--- src/rtl/uart_pkg.sv ---
// -----------------------------------------------------------------------------
// uart_pkg
// Shared UART definitions for the TX block (and the future RX block).
//   tx_state_e      : serializer state encoding, exposed on uart_tx.state_dbg
//   UART_*_LEVEL    : serial line levels for idle/stop and start
//   MIN/MAX_DATA_BITS : legal range of the DATA_BITS parameter
//   calc_parity()   : even/odd parity over a zero-extended data word
// The package itself has no configuration macros. UART_TX_PARITY_EN is
// consumed only by uart_tx.sv.
// -----------------------------------------------------------------------------
package uart_pkg;

  typedef enum logic [2:0] {
    IDLE   = 3'd0,
    START  = 3'd1,
    DATA   = 3'd2,
    PARITY = 3'd3,
    STOP   = 3'd4
  } tx_state_e;

  localparam logic UART_IDLE_LEVEL  = 1'b1;
  localparam logic UART_START_LEVEL = 1'b0;

  localparam int MIN_DATA_BITS = 5;
  localparam int MAX_DATA_BITS = 9;

  // Callers zero-extend narrower words. Zero bits do not change the XOR.
  function automatic logic calc_parity(input logic [MAX_DATA_BITS-1:0] data,
                                       input logic odd);
    return (^data) ^ odd;
  endfunction

endpackage

--- src/rtl/uart_tx_if.sv ---
// -----------------------------------------------------------------------------
// uart_tx_if
// Parallel byte handshake into the UART transmitter.
//   tx_data  : byte to send. It is sampled only on the handshake cycle.
//   tx_valid : upstream has a byte.
//   tx_ready : transmitter can accept a byte. It is high only in IDLE.
// Handshake: a transfer happens on every rising clk edge where
// tx_valid && tx_ready. The transmitter does not buffer anything. While
// tx_ready is low, it ignores tx_valid and tx_data. A master that holds
// tx_valid high across a frame gets its next transfer on the first IDLE
// cycle after the frame ends.
// Modports: master (upstream source), slave (uart_tx).
// -----------------------------------------------------------------------------
interface uart_tx_if #(
  parameter int DATA_BITS = 8
) ();

  logic [DATA_BITS-1:0] tx_data;
  logic                 tx_valid;
  logic                 tx_ready;

  modport master (output tx_data, output tx_valid, input tx_ready);
  modport slave  (input tx_data, input tx_valid, output tx_ready);

endinterface

--- src/rtl/uart_tx.sv ---
// -----------------------------------------------------------------------------
// uart_tx
// UART transmit serializer. It is driven by a 1x bit tick from an external
// baud generator. It sends the start bit, then DATA_BITS data bits LSB
// first, then an optional parity bit, then STOP_BITS stop bits. baud_en
// drives the generator's enable, so each frame's bit timing starts from a
// cleared generator counter.
//
// Optional feature macro: UART_TX_PARITY_EN
//   defined   : a parity bit with sense PARITY_ODD follows the data bits.
//   undefined : the PARITY state and the parity register are not built.
//
// Parameters: DATA_BITS (5..9), STOP_BITS (1 or 2),
//             PARITY_ODD (0 = even, 1 = odd).
// Ports:
//   clk, rst_n : clock, asynchronous active-low reset
//   tick       : one-cycle pulse per bit period from the baud generator
//   bus        : uart_tx_if.slave (tx_data, tx_valid, tx_ready)
//   baud_en    : baud generator enable (registered)
//   tx         : serial line, idle high (registered)
//   busy       : frame in progress (registered)
//   tx_done    : one-cycle pulse as the frame ends (registered)
//   state_dbg  : current FSM state
// -----------------------------------------------------------------------------
module uart_tx
  import uart_pkg::*;
#(
  parameter int DATA_BITS  = 8,
  parameter int STOP_BITS  = 1,
  parameter int PARITY_ODD = 0
) (
  input  logic          clk,
  input  logic          rst_n,
  input  logic          tick,
  uart_tx_if.slave      bus,
  output logic          baud_en,
  output logic          tx,
  output logic          busy,
  output logic          tx_done,
  output tx_state_e     state_dbg
);

  if (DATA_BITS < MIN_DATA_BITS || DATA_BITS > MAX_DATA_BITS ||
      !(STOP_BITS == 1 || STOP_BITS == 2) ||
      !(PARITY_ODD == 0 || PARITY_ODD == 1)) begin : g_bad_param
    $error("uart_tx: illegal parameter combination");
  end

  localparam logic [3:0] LAST_BIT  = 4'(DATA_BITS - 1);
  localparam logic       LAST_STOP = 1'(STOP_BITS - 1);

  tx_state_e            state_q;
  logic [DATA_BITS-1:0] shift_q;
  logic [3:0]           bit_cnt_q;
  logic                 stop_cnt_q;

`ifdef UART_TX_PARITY_EN
  logic                     parity_q;
  logic [MAX_DATA_BITS-1:0] par_in;

  always_comb begin
    par_in                = '0;
    par_in[DATA_BITS-1:0] = bus.tx_data;
  end
`endif

  // tx_ready comes straight from the state register. Every other output
  // is registered.
  assign bus.tx_ready = (state_q == IDLE);
  assign state_dbg    = state_q;

  always_ff @(posedge clk or negedge rst_n) begin
    if (!rst_n) begin
      state_q    <= IDLE;
      shift_q    <= '0;
      bit_cnt_q  <= '0;
      stop_cnt_q <= 1'b0;
      tx         <= UART_IDLE_LEVEL;
      baud_en    <= 1'b0;
      busy       <= 1'b0;
      tx_done    <= 1'b0;
`ifdef UART_TX_PARITY_EN
      parity_q   <= 1'b0;
`endif
    end else begin
      tx_done <= 1'b0;
      case (state_q)
        // tick is ignored here. The generator is disabled in IDLE, so a
        // tick on the handshake cycle cannot shorten the start bit.
        IDLE: begin
          tx      <= UART_IDLE_LEVEL;
          baud_en <= 1'b0;
          busy    <= 1'b0;
          if (bus.tx_valid) begin
            shift_q    <= bus.tx_data;
`ifdef UART_TX_PARITY_EN
            parity_q   <= calc_parity(par_in, PARITY_ODD != 0);
`endif
            bit_cnt_q  <= '0;
            stop_cnt_q <= 1'b0;
            state_q    <= START;
            tx         <= UART_START_LEVEL;
            baud_en    <= 1'b1;
            busy       <= 1'b1;
          end
        end

        START: begin
          if (tick) begin
            state_q <= DATA;
            tx      <= shift_q[0];
          end
        end

        // On each tick, the bit that is next on the line is bit 1 of the
        // register before it shifts.
        DATA: begin
          if (tick) begin
            shift_q <= shift_q >> 1;
            if (bit_cnt_q == LAST_BIT) begin
              bit_cnt_q <= '0;
`ifdef UART_TX_PARITY_EN
              state_q   <= PARITY;
              tx        <= parity_q;
`else
              state_q   <= STOP;
              tx        <= UART_IDLE_LEVEL;
`endif
            end else begin
              bit_cnt_q <= bit_cnt_q + 4'd1;
              tx        <= shift_q[1];
            end
          end
        end

`ifdef UART_TX_PARITY_EN
        PARITY: begin
          if (tick) begin
            state_q <= STOP;
            tx      <= UART_IDLE_LEVEL;
          end
        end
`endif

        STOP: begin
          tx <= UART_IDLE_LEVEL;
          if (tick) begin
            if (stop_cnt_q == LAST_STOP) begin
              stop_cnt_q <= 1'b0;
              state_q    <= IDLE;
              baud_en    <= 1'b0;
              busy       <= 1'b0;
              tx_done    <= 1'b1;
            end else begin
              stop_cnt_q <= stop_cnt_q + 1'b1;
            end
          end
        end

        default: begin
          state_q <= IDLE;
          tx      <= UART_IDLE_LEVEL;
          baud_en <= 1'b0;
          busy    <= 1'b0;
        end
      endcase
    end
  end

endmodule

--- src/flat_wrapper.sv ---
// flat-port wrapper written by rule: the top's interface ports become plain ports
module uart_tx_flat import uart_pkg::*;
#(
  parameter int DATA_BITS  = 8,
  parameter int STOP_BITS  = 1,
  parameter int PARITY_ODD = 0
)
  (clk, rst_n, tick, baud_en, tx, busy, tx_done, state_dbg, bus_tx_data, bus_tx_valid, bus_tx_ready);
  uart_tx_if #(.DATA_BITS(DATA_BITS)) bus_i ();
  input  logic clk;
  input  logic rst_n;
  input  logic tick;
  output logic baud_en;
  output logic tx;
  output logic busy;
  output logic tx_done;
  output tx_state_e state_dbg;
  input wire logic [$bits(bus_i.tx_data)-1:0] bus_tx_data;
  input wire logic [$bits(bus_i.tx_valid)-1:0] bus_tx_valid;
  output wire logic [$bits(bus_i.tx_ready)-1:0] bus_tx_ready;
  assign bus_i.tx_data = bus_tx_data;
  assign bus_i.tx_valid = bus_tx_valid;
  assign bus_tx_ready = bus_i.tx_ready;
  uart_tx #(.DATA_BITS(DATA_BITS), .STOP_BITS(STOP_BITS), .PARITY_ODD(PARITY_ODD)) u_core (.clk(clk), .rst_n(rst_n), .tick(tick), .bus(bus_i), .baud_en(baud_en), .tx(tx), .busy(busy), .tx_done(tx_done), .state_dbg(state_dbg));
endmodule
--- config.mk ---
export PLATFORM = sky130hd
export DESIGN_NAME = uart_tx_flat
export DESIGN_NICKNAME = d
export VERILOG_FILES = /design/src/rtl/uart_pkg.sv /design/src/rtl/uart_tx_if.sv /design/src/rtl/uart_tx.sv /design/src/flat_wrapper.sv
export SDC_FILE = /design/constraint.sdc
export NUM_CORES = 1
export LEC_CHECK = 0
export ABC_AREA = 1
export ABC_CLOCK_PERIOD_IN_PS = 1400
export BUFFER_PORTS_ARGS = -buffer_cell sky130_fd_sc_hd__buf_2
export CAP_MARGIN = 0
export CORE_ASPECT_RATIO = 1.2
export CORE_MARGIN = 1
export CORE_UTILIZATION = 50
export CTS_BUF_LIST = sky130_fd_sc_hd__clkbuf_8
export DETAILED_ROUTE_END_ITERATION = 8
export HOLD_SLACK_MARGIN = 0.05
export PLACE_DENSITY = 0.73
export SLEW_MARGIN = 20
export SYNTH_ARGS = -nofsm -noshare
export SYNTH_HDL_FRONTEND = slang
export SYNTH_SLANG_ARGS = --single-unit
--- constraint.sdc ---
create_clock -name clk -period 1.4 [get_ports clk]
set_clock_uncertainty 0.05 [all_clocks]
set_input_delay 0.42 -clock clk [delete_from_list [all_inputs] [get_ports clk]]
set_output_delay 0.42 -clock clk [all_outputs]
set_load 0.05 [all_outputs]
==> summary.txt, run 1 <==
Outcome
  – Status: complete, but fails checks
  – Failing checks: negative setup slack

Logic synthesis
  – Simple-gate portion of the synthesized area: roughly 28%
  – Post-synthesis register bit count: 18
  – Mux contribution to synthesized area: 0%
  – Xor-xnor portion of the synthesized cell area: less than 1%
  – Number of synthesized flops with an enable pin: 0
  – Synthesized cell area: about 950 µm²
  – Top cells by area in the synthesized netlist: dfrtp_1, nand2_1, o21ai_0
  – Adder-Cell Fraction of Synth Area: 1.32%
  – Synth top area share: between 40 and 50%
  – Asr flop ratio synth: between 90% and 100%
  – Synth Flop Type: dfrtp_1
  – Post-Syn Instances: about 120
  – Synth cell count leaders: nand2_1, dfrtp_1, inv_1
  – Largest family of logic cells by synthesized area: simple AND/OR/NAND/NOR gates
  – Syn Area/Cell: between 8 and 9 µm²
  – Cell with the most instances after synthesis: nand2_1
  – Yosys top cell by area: dfrtp_1
  – Synth Area in Compound Gates: approximately 11%
  – Seq/Total Area, Yosys: between 40 and 50%
  – Ys Warns: 0
  – Unique masters post-synth: 23
  – Post-Syn Nets: between 100 and 150

STA
  – Max_slew headroom: between 70% and 80%
  – Final setup margin: -0.138 ns
  – Setup TNS: -0.577 ns
  – Final cycle utilization of the critical path: 110%
  – Worst-Margin Slew: about 0.42 ns
  – Tmin final: 1.54 ns
  – Max frequency: around 650 MHz
  – RSZ-0062 raised after global routing: yes
  – Pins over their slew limit: 0
  – Fin. Hold Viols: 0
  – Final setup viols: 14

Floorplan
  – Core area: ~1700 µm²
  – Ports: 20
  – Starting density of the core: 55.7%
  – # rows: 16
  – Die area: 2080 µm²
  – Die height: between 40 and 50 µm
  – Die W: 41.8 µm

Pwr
  – Total power: about 3.8 mW
  – Power density over the cells: 2550 nW/µm²
  – P_leak: around 0.79 nW
  – Maximum vdd drop: approximately 0.0015 V

Clock tree
  – Sinks on Clock Net: 18
  – CTS buffer count: 3
  – CTS tree: yes
  – Clock Latency Late Sink: about 0.26 ns
  – Clock Path Buffers: 2
  – Hold buffer count at cts: 0
  – H-tree depth: 1
  – Clock transition at path regs: about 0.070 ns
  – Root Driver: clkbuf_8

Final layout
  – FF/Latch Area: approximately 460 µm²
  – Final antenna diode count: 0
  – Fin nets: 166
  – Multi-input logic area: around 580 µm²
  – Share of layout cells above drive strength 1: around 56%
  – Area growth from synthesis to layout: 57.1%
  – # fillers: 80

Critical path
  – Worst EP required: around 0.93 ns
  – Startpoint Class: register
  – Critical path type: register to output pin
  – CP arrival: approximately 1.1 ns
  – Crit. End Element: output pin
  – Crit Path Max Fanout: 3

GRT
  – Vias in the first global route: a little over 800
  – Grt met3 use: 2.56%
  – Largest net degree at the start of global routing: 21
  – Antenna violations before repair: 0
  – Grt total ovfl: 0
  – GRT Util Overall: a little over a fifth
  – Met1 usage: a little over a quarter
  – M2 GR Usage: a little under two fifths
  – First-pass GRT wire length: about 3500 µm
  – Grt peak-use layer: met2

Route
  – Vias: 940
  – Number of remaining DRC errors: 0
  – Routed WL per cell: between 15 and 20 µm
  – Post-DRT Antenna Nets: 0
  – First-pass DRT Iterations: 4
  – Vias per inst: approximately 5.5
  – Drt first-iter violations: 21
  – Detailed-route wire length: ~2700 µm

Worst hold path
  – Worst Hold Class: primary input to asynchronous set/reset pin

Placement
  – Routability Congestion: approximately 0.81
  – Post-DP HPWL: between 1000 and 1500 µm
  – Port bufs: 19

Flow run
  – Max Cap Violations: 0
[sequential cells by signal (all words and copies together), names as in the netlist]
| name | flops |
|---|---|
| u_core.state_dbg | 3 |
| u_core.tx_done | 1 |
| u_core.bit_cnt_q | 4 |
| u_core.tx | 1 |
| u_core.shift_q | 8 |
| u_core.baud_en | 1 |
[kinds of logic (layout without fill, tap and decap cells)]
kind of cell	after synthesis	count (layout)
AND/OR/NAND/NOR	58	58
AO/OA/AOI/OAI	20	20
buffers and inverters	20	54
flip-flops	18	18
adder cells (fa/ha/maj)	1	1
XOR/XNOR	1	1
[routing by layer]
layer / vias up / part of all wire (%)
met5: - / 0
li1: 444 / -
met1: 455 / 37
met4: 0 / 1.9
met2: 33 / 57
met3: 8 / 3.8
[critical path, cell delays in order (launching register included)]
cell and delay, ns:
dfrtp_2 0.43, nor3_4 0.20, buf_6 0.18
[through the flow]
stage	util [%]	cell area, µm²	std cells	setup WS (ns)	hold WS (ns)
6_report	87.6	1490	170	-0.138	0.0335
4_1_cts	71.5	1220	164	-0.136	0.0504
3_5_place_dp	65.2	1110	157	0.0257	0.322
2_1_floorplan	-	957	118	-0.353	0.0744
3_3_place_gp	65.2	1110	157	0.0408	0.318
5_1_grt	87.6	1490	170	-0.160	0.0699
[timing repair]
item | 4_1_cts | 5_1_grt
pin swaps | 0 | 13
endpoints found under the setup margin | 5 | 20
buffers inserted | 3 | 3
cloned | 0 | 3
gates resized for setup | 14 | 57
[cell type report]
type,count,area share [%]
Clock buffer,3,2.77
Clock inverter,1,0.252
Inverter,16,4.70
Multi-Input combinational cell,80,38.7
Sequential cell,18,30.6
Tap cell,18,1.51
Timing Repair Buffer,34,21.5
[layout by cell type, fill, tap and decap left out, drive strengths merged, types with 2 or more instances in the layout]
| cell type | count |
|---|---|
| inv | 17 |
| o21ai | 18 |
| nor2 | 10 |
| dfrtp | 17 |
| nand3 | 8 |
| clkbuf | 6 |
| buf | 31 |
| nand2 | 35 |
| nand4 | 2 |
[final timing paths]
path / startpoint / endpoint / slack, ns / cells past startpoint
min in group clk: bus_tx_data[7] / u_core.shift_q[7]$_DFFE_PN0P_ / 0.36 / 3
hold / removal: rst_n / u_core.shift_q[2]$_DFFE_PN0P_ / 0.03 / 1
hold reg to reg: u_core.shift_q[0]$_DFFE_PN0P_ / u_core.shift_q[0]$_DFFE_PN0P_ / 0.45 / 2
setup / recovery: u_core.state_dbg[2]$_DFFE_PN0P_ / bus_tx_ready / -0.14 / 2
max in group asynchronous: rst_n / u_core.tx$_DFFE_PN1P_ / 0.93 / 1
setup reg to reg: u_core.state_dbg[2]$_DFFE_PN0P_ / u_core.shift_q[0]$_DFFE_PN0P_ / -0.07 / 9
[report_power, final]
| part | internal, mW | total, mW | switching, mW |
|---|---|---|---|
| Clock | 0.195 | 0.375 | 0.180 |
| Combinational | 1.06 | 2.55 | 1.49 |
| Sequential | 0.739 | 0.873 | 0.134 |
(Power assumes the default switching activity.)
==> run 2, diff against run 1 <==
--- a/config.mk
+++ b/config.mk
@@ -16,6 +16,7 @@
 export DETAILED_ROUTE_END_ITERATION = 8
 export HOLD_SLACK_MARGIN = 0.05
 export PLACE_DENSITY = 0.73
+export SETUP_SLACK_MARGIN = 0.5
 export SLEW_MARGIN = 20
 export SYNTH_ARGS = -nofsm -noshare
 export SYNTH_HDL_FRONTEND = slang
==> run 2 against run 1 <==
Net effect: area after synthesis unchanged; the flow now stops in global routing; synthesized cell count is the same.
==> summary.txt, run 2 <==
Logic synthesis
  – Synth top area share: 44.9% (unchanged)
  – Synth Area in Compound Gates: 11.2% (unchanged)
  – Seq/Total Area, Yosys: 47.6% (unchanged)
  – Post-Syn Nets: 131 (unchanged)
  – Cell with the most instances after synthesis: nand2_1 (unchanged)
  – Yosys top cell by area: dfrtp_1 (unchanged)
  – Unique masters post-synth: 23 (unchanged)
  – Simple-gate portion of the synthesized area: 28.4% (unchanged)
  – Post-synthesis register bit count: 18 (unchanged)
  – Largest family of logic cells by synthesized area: simple AND/OR/NAND/NOR gates (unchanged)
  – Post-Syn Instances: 118 (unchanged)
  – Ys Warns: 0 (unchanged)
  – Asr flop ratio synth: 100% (unchanged)
  – Top cells by area in the synthesized netlist: dfrtp_1, nand2_1, o21ai_0 (unchanged)
  – Synthesized cell area: 948 µm² (unchanged)
  – Mux contribution to synthesized area: 0% (unchanged)
  – Synth Flop Type: dfrtp_1 (unchanged)
  – Synth cell count leaders: nand2_1, dfrtp_1, inv_1 (unchanged)
  – Adder-Cell Fraction of Synth Area: 1.32% (unchanged)
  – Xor-xnor portion of the synthesized cell area: 0.923% (unchanged)
  – Number of synthesized flops with an enable pin: 0 (unchanged)
  – Syn Area/Cell: 8.04 µm² (unchanged)

Floorplan
  – Starting density of the core: 55.7% (unchanged)
  – Die W: 41.8 µm (unchanged)
  – # rows: 16 (unchanged)
  – Ports: 20 (unchanged)
  – Die height: 49.7 µm (unchanged)

Placement
  – Port bufs: 19 (unchanged)
  – Routability Congestion: 0.846 (was 0.812)
  – Setup Slack @ Placement: -0.00427 ns (was 0.0257 ns)
  – Post-DP HPWL: 1290 µm (was 1340 µm)

GRT
  – Antenna violations before repair: 0
  – Largest net degree at the start of global routing: 19

STA
  – Worst EP kind: sequential cell input
  – Worst endpoint, post-GRT repair: u_core.shift_q[2]$_DFFE_PN0P_/D

Clock tree
  – Clock Path Buffers: 2 (unchanged)
  – Root Driver: clkbuf_8 (unchanged)
  – Sinks on Clock Net: 18 (unchanged)
  – CTS buffer count: 3 (unchanged)
  – H-tree depth: 1 (unchanged)

Outcome
  – Status: aborted with a tool error (was complete, but fails checks)
  – Stopped at: global routing
  – First Err: [ERROR DPL-0033] detailed placement checks failed during check placement.
==> run 2: cell counts after synthesis <==
Identical to the previous run, type by type.
==> run 2: cell families after synthesis <==
kind of cell,Yosys count
simple gates,58
compound gates,20
xor+xnor,1
fa+ha+maj,1
buf+inv,20
flops,18
==> run 2: repair_timing <==
action / 4_1_cts
setup endpoints to repair: 26
hold endpoints to repair: 1
buffers inserted: 12
cloned: 3
pin swaps: 13
gates resized for setup: 63
==> run 2: metrics by stage <==
step	util (%)	cell area [µm²]	hold slack (ns)	cells
floorplan	-	970	0.0744	118
detailed placement	65.2	1110	0.320	158
global placement	65.2	1110	0.318	158
CTS	90.7	1540	0.0496	177
==> run 3, diff against run 2 <==
==> config.mk (replaced) <==
export PLATFORM = sky130hd
export DESIGN_NAME = uart_tx_flat
export DESIGN_NICKNAME = d
export VERILOG_FILES = /design/src/rtl/uart_pkg.sv /design/src/rtl/uart_tx_if.sv /design/src/rtl/uart_tx.sv /design/src/flat_wrapper.sv
export SDC_FILE = /design/constraint.sdc
export NUM_CORES = 1
export LEC_CHECK = 0
export ABC_AREA = 1
export ABC_CLOCK_PERIOD_IN_PS = 1800
export BUFFER_PORTS_ARGS = -buffer_cell sky130_fd_sc_hd__buf_2
export CAP_MARGIN = 0
export CORE_AREA = 2 2 63 65
export DETAILED_ROUTE_END_ITERATION = 8
export DIE_AREA = 0 0 65 67
export PLACE_DENSITY_LB_ADDON = 0.15
export SLEW_MARGIN = 20
export SYNTH_ARGS = -nofsm -noshare
export SYNTH_HDL_FRONTEND = slang
export SYNTH_SLANG_ARGS = --single-unit
==> constraint.sdc (replaced) <==
create_clock -name clk -period 1.8 [get_ports clk]
set_clock_uncertainty 0.05 [all_clocks]
set_input_delay 0.54 -clock clk [delete_from_list [all_inputs] [get_ports clk]]
set_output_delay 0.54 -clock clk [all_outputs]
set_load 0.05 [all_outputs]
==> run 3 against run 2 <==
Net effect: the run now ends clean.
==> summary.txt, run 3 (same netlist as run 1, synthesis figures left out) <==
Pwr
  – Switching share of power: between 40% and 50%
  – Clock share of power: between 10% and 20%
  – Comb power frac: about half
  – Maximum vdd drop: 0.000569 V
  – P_leak: 0.597 nW
  – Internal power: 1.07 mW
  – Switch Pwr: between 1 and 1.5 mW
  – Sequential power share: between 30% and 40%
  – Power density over the cells: roughly 1800 nW/µm²

Final layout
  – Fin nets: ~150
  – Multi-input logic area: 399 µm²
  – Final antenna diode count: 0
  – Max FFs per register: 8
  – # fillers: between 400 and 500
  – Commonest non-fill, non-tap cell in the layout: nand2_1
  – Area growth from synthesis to layout: 20.6%
  – Final core utilization: 31.7%
  – Biggest register: u_core.shift_q
  – Commonest cells after routing, fill and taps aside: nand2_1, buf_2, inv_1, dfrtp_1, o21ai_0
  – Share of layout cells above drive strength 1: between 20 and 30%
  – FF/Latch Area: roughly 460 µm²

STA
  – RSZ-0062 raised after global routing: no
  – Tmin final: about 1.7 ns
  – Max_slew headroom: 72.2%
  – Max frequency: ~580 MHz
  – Final cycle utilization of the critical path: 96.0%
  – Fin. Hold Viols: 0
  – Worst-Margin Slew: 0.417 ns
  – Pins over their slew limit: 0
  – Final setup viols: 0
  – Setup TNS: 0 ns

GRT
  – First-pass GRT wire length: 3570 µm
  – Vias in the first global route: roughly 790
  – Antenna violations before repair: 0
  – Grt total ovfl: 0
  – GRT Util Overall: 11.1%
  – Largest net degree at the start of global routing: 21

Clock tree
  – CTS buffer count: 3 (unchanged)
  – Post-CTS setup buffers: 0 (was 12)
  – Clock Latency Late Sink: 0.26 ns
  – Hold buffer count at cts: 0
  – H-tree depth: 1 (unchanged)
  – Root Driver: clkbuf_8 (unchanged)
  – CTS tree: yes
  – Clock Path Buffers: 2 (unchanged)
  – Sinks on Clock Net: 18 (unchanged)
  – Clock transition at path regs: approximately 0.070 ns

Critical path
  – Crit-path cells: nor3_4 -> buf_6
  – CP peak stage delay: between 0.4 and 0.5 ns
  – Crit. End Element: output pin
  – CP max stage cell: dfrtp_2
  – Worst path top cell family by delay: flip-flops
  – Startpoint Class: register
  – Worst EP required: between 1 and 1.5 ns
  – Critical path type: register to output pin
  – Crit Path Max Fanout: 6
  – CP arrival: around 1.1 ns
  – CP Buf/Inv Count: 1

Route
  – Number of remaining DRC errors: 0
  – Post-DRT Antenna Nets: 0
  – Routed WL per cell: 10.8 µm
  – Vias per inst: between 4 and 5
  – Drt first-iter violations: 29
  – First-pass DRT Iterations: 4
  – Vias: slightly above 800
  – Detailed-route wire length: about 2000 µm

Floorplan
  – Die height: 67 µm (was 49.7 µm)
  – # rows: 22 (was 16)
  – Ports: 20 (unchanged)
  – Starting density of the core: 26.3% (was 55.7%)
  – Core area: roughly 3600 µm²
  – Die W: 65 µm (was 41.8 µm)
  – Die area: about 4400 µm²

Placement
  – Routability Congestion: 0.785 (was 0.846)
  – Post-DP HPWL: 1490 µm (was 1290 µm)
  – Port bufs: 19 (unchanged)

Worst hold path
  – Worst Hold Class: primary input to asynchronous set/reset pin

Outcome
  – Status: complete, no violations (was aborted with a tool error)

Flow run
  – Max Cap Violations: 0
==> run 3: through the flow <==
step | worst slack, ns | cell area (µm²) | std cells | total power [mW] | hold slack (ns)
floorplan | 0.00549 | 955 | 118 | 1.55 | 0.194
global placement | 0.294 | 1080 | 182 | 1.71 | 0.425
detailed placement | 0.269 | 1080 | 182 | 1.73 | 0.429
CTS | 0.0359 | 1140 | 186 | 2.09 | 0.169
global route | 0.00457 | 1140 | 186 | 2.27 | 0.183
finish | 0.0717 | 1140 | 186 | 2.07 | 0.153
==> run 3: metal layers <==
layer  vias up  share of wire (%)  global-route usage (%)
met2        23                 44                    17.7
met1       369                 47                    13.5
met5         -                  0                       0
met3         5                6.2                    2.20
met4         0                2.6                    7.18
li1        412                  -                       -
==> run 3: power by group through the flow <==
stage                     Clock (mW)  Sequential [mW]  Combinational (mW)
after floorplan                    0            0.864               0.683
after global placement             0            0.685                1.03
after detailed placement           0            0.696                1.04
after CTS                      0.354            0.688                1.05
after global routing           0.372            0.712                1.18
final                          0.337            0.685                1.05
==> run 3: worst reg2reg max path: cells and delay by family (launching register included) <==
family / cells / cell delay (ns)
buffers and inverters: 1 / 0.09
flip-flops: 1 / 0.45
AND/OR/NAND/NOR: 5 / 0.83
==> run 3: layout make-up <==
| class | count | area share [%] |
|---|---|---|
| timing repair buffer | 20 | 9.52 |
| clock buffer | 4 | 4.81 |
| sequential | 18 | 39.8 |
| tap | 48 | 5.25 |
| multi-input combinational | 80 | 34.9 |
| inverter | 16 | 5.69 |
==> run 3: repair_timing <==
item                                    in CTS  in global routing
endpoints found under the setup margin       1                  1
pin swaps                                    0                  0
gates resized for setup                      1                  1
==> run 3: path summary, 6_finish.rpt <==
kind / start / to / slack (ns) / cells after the start
setup / recovery: u_core.state_dbg[2]$_DFFE_PN0P_ / bus_tx_ready / 0.07 / 2
hold / removal: rst_n / u_core.baud_en$_DFFE_PN0P_ / 0.15 / 1
max in group asynchronous: rst_n / u_core.tx$_DFFE_PN1P_ / 1.22 / 1
min in group clk: u_core.shift_q[0]$_DFFE_PN0P_ / u_core.shift_q[0]$_DFFE_PN0P_ / 0.44 / 2
hold reg to reg: u_core.shift_q[0]$_DFFE_PN0P_ / u_core.shift_q[0]$_DFFE_PN0P_ / 0.44 / 2
setup reg to reg: u_core.state_dbg[2]$_DFFE_PN0P_ / u_core.bit_cnt_q[1]$_DFFE_PN0P_ / 0.27 / 6
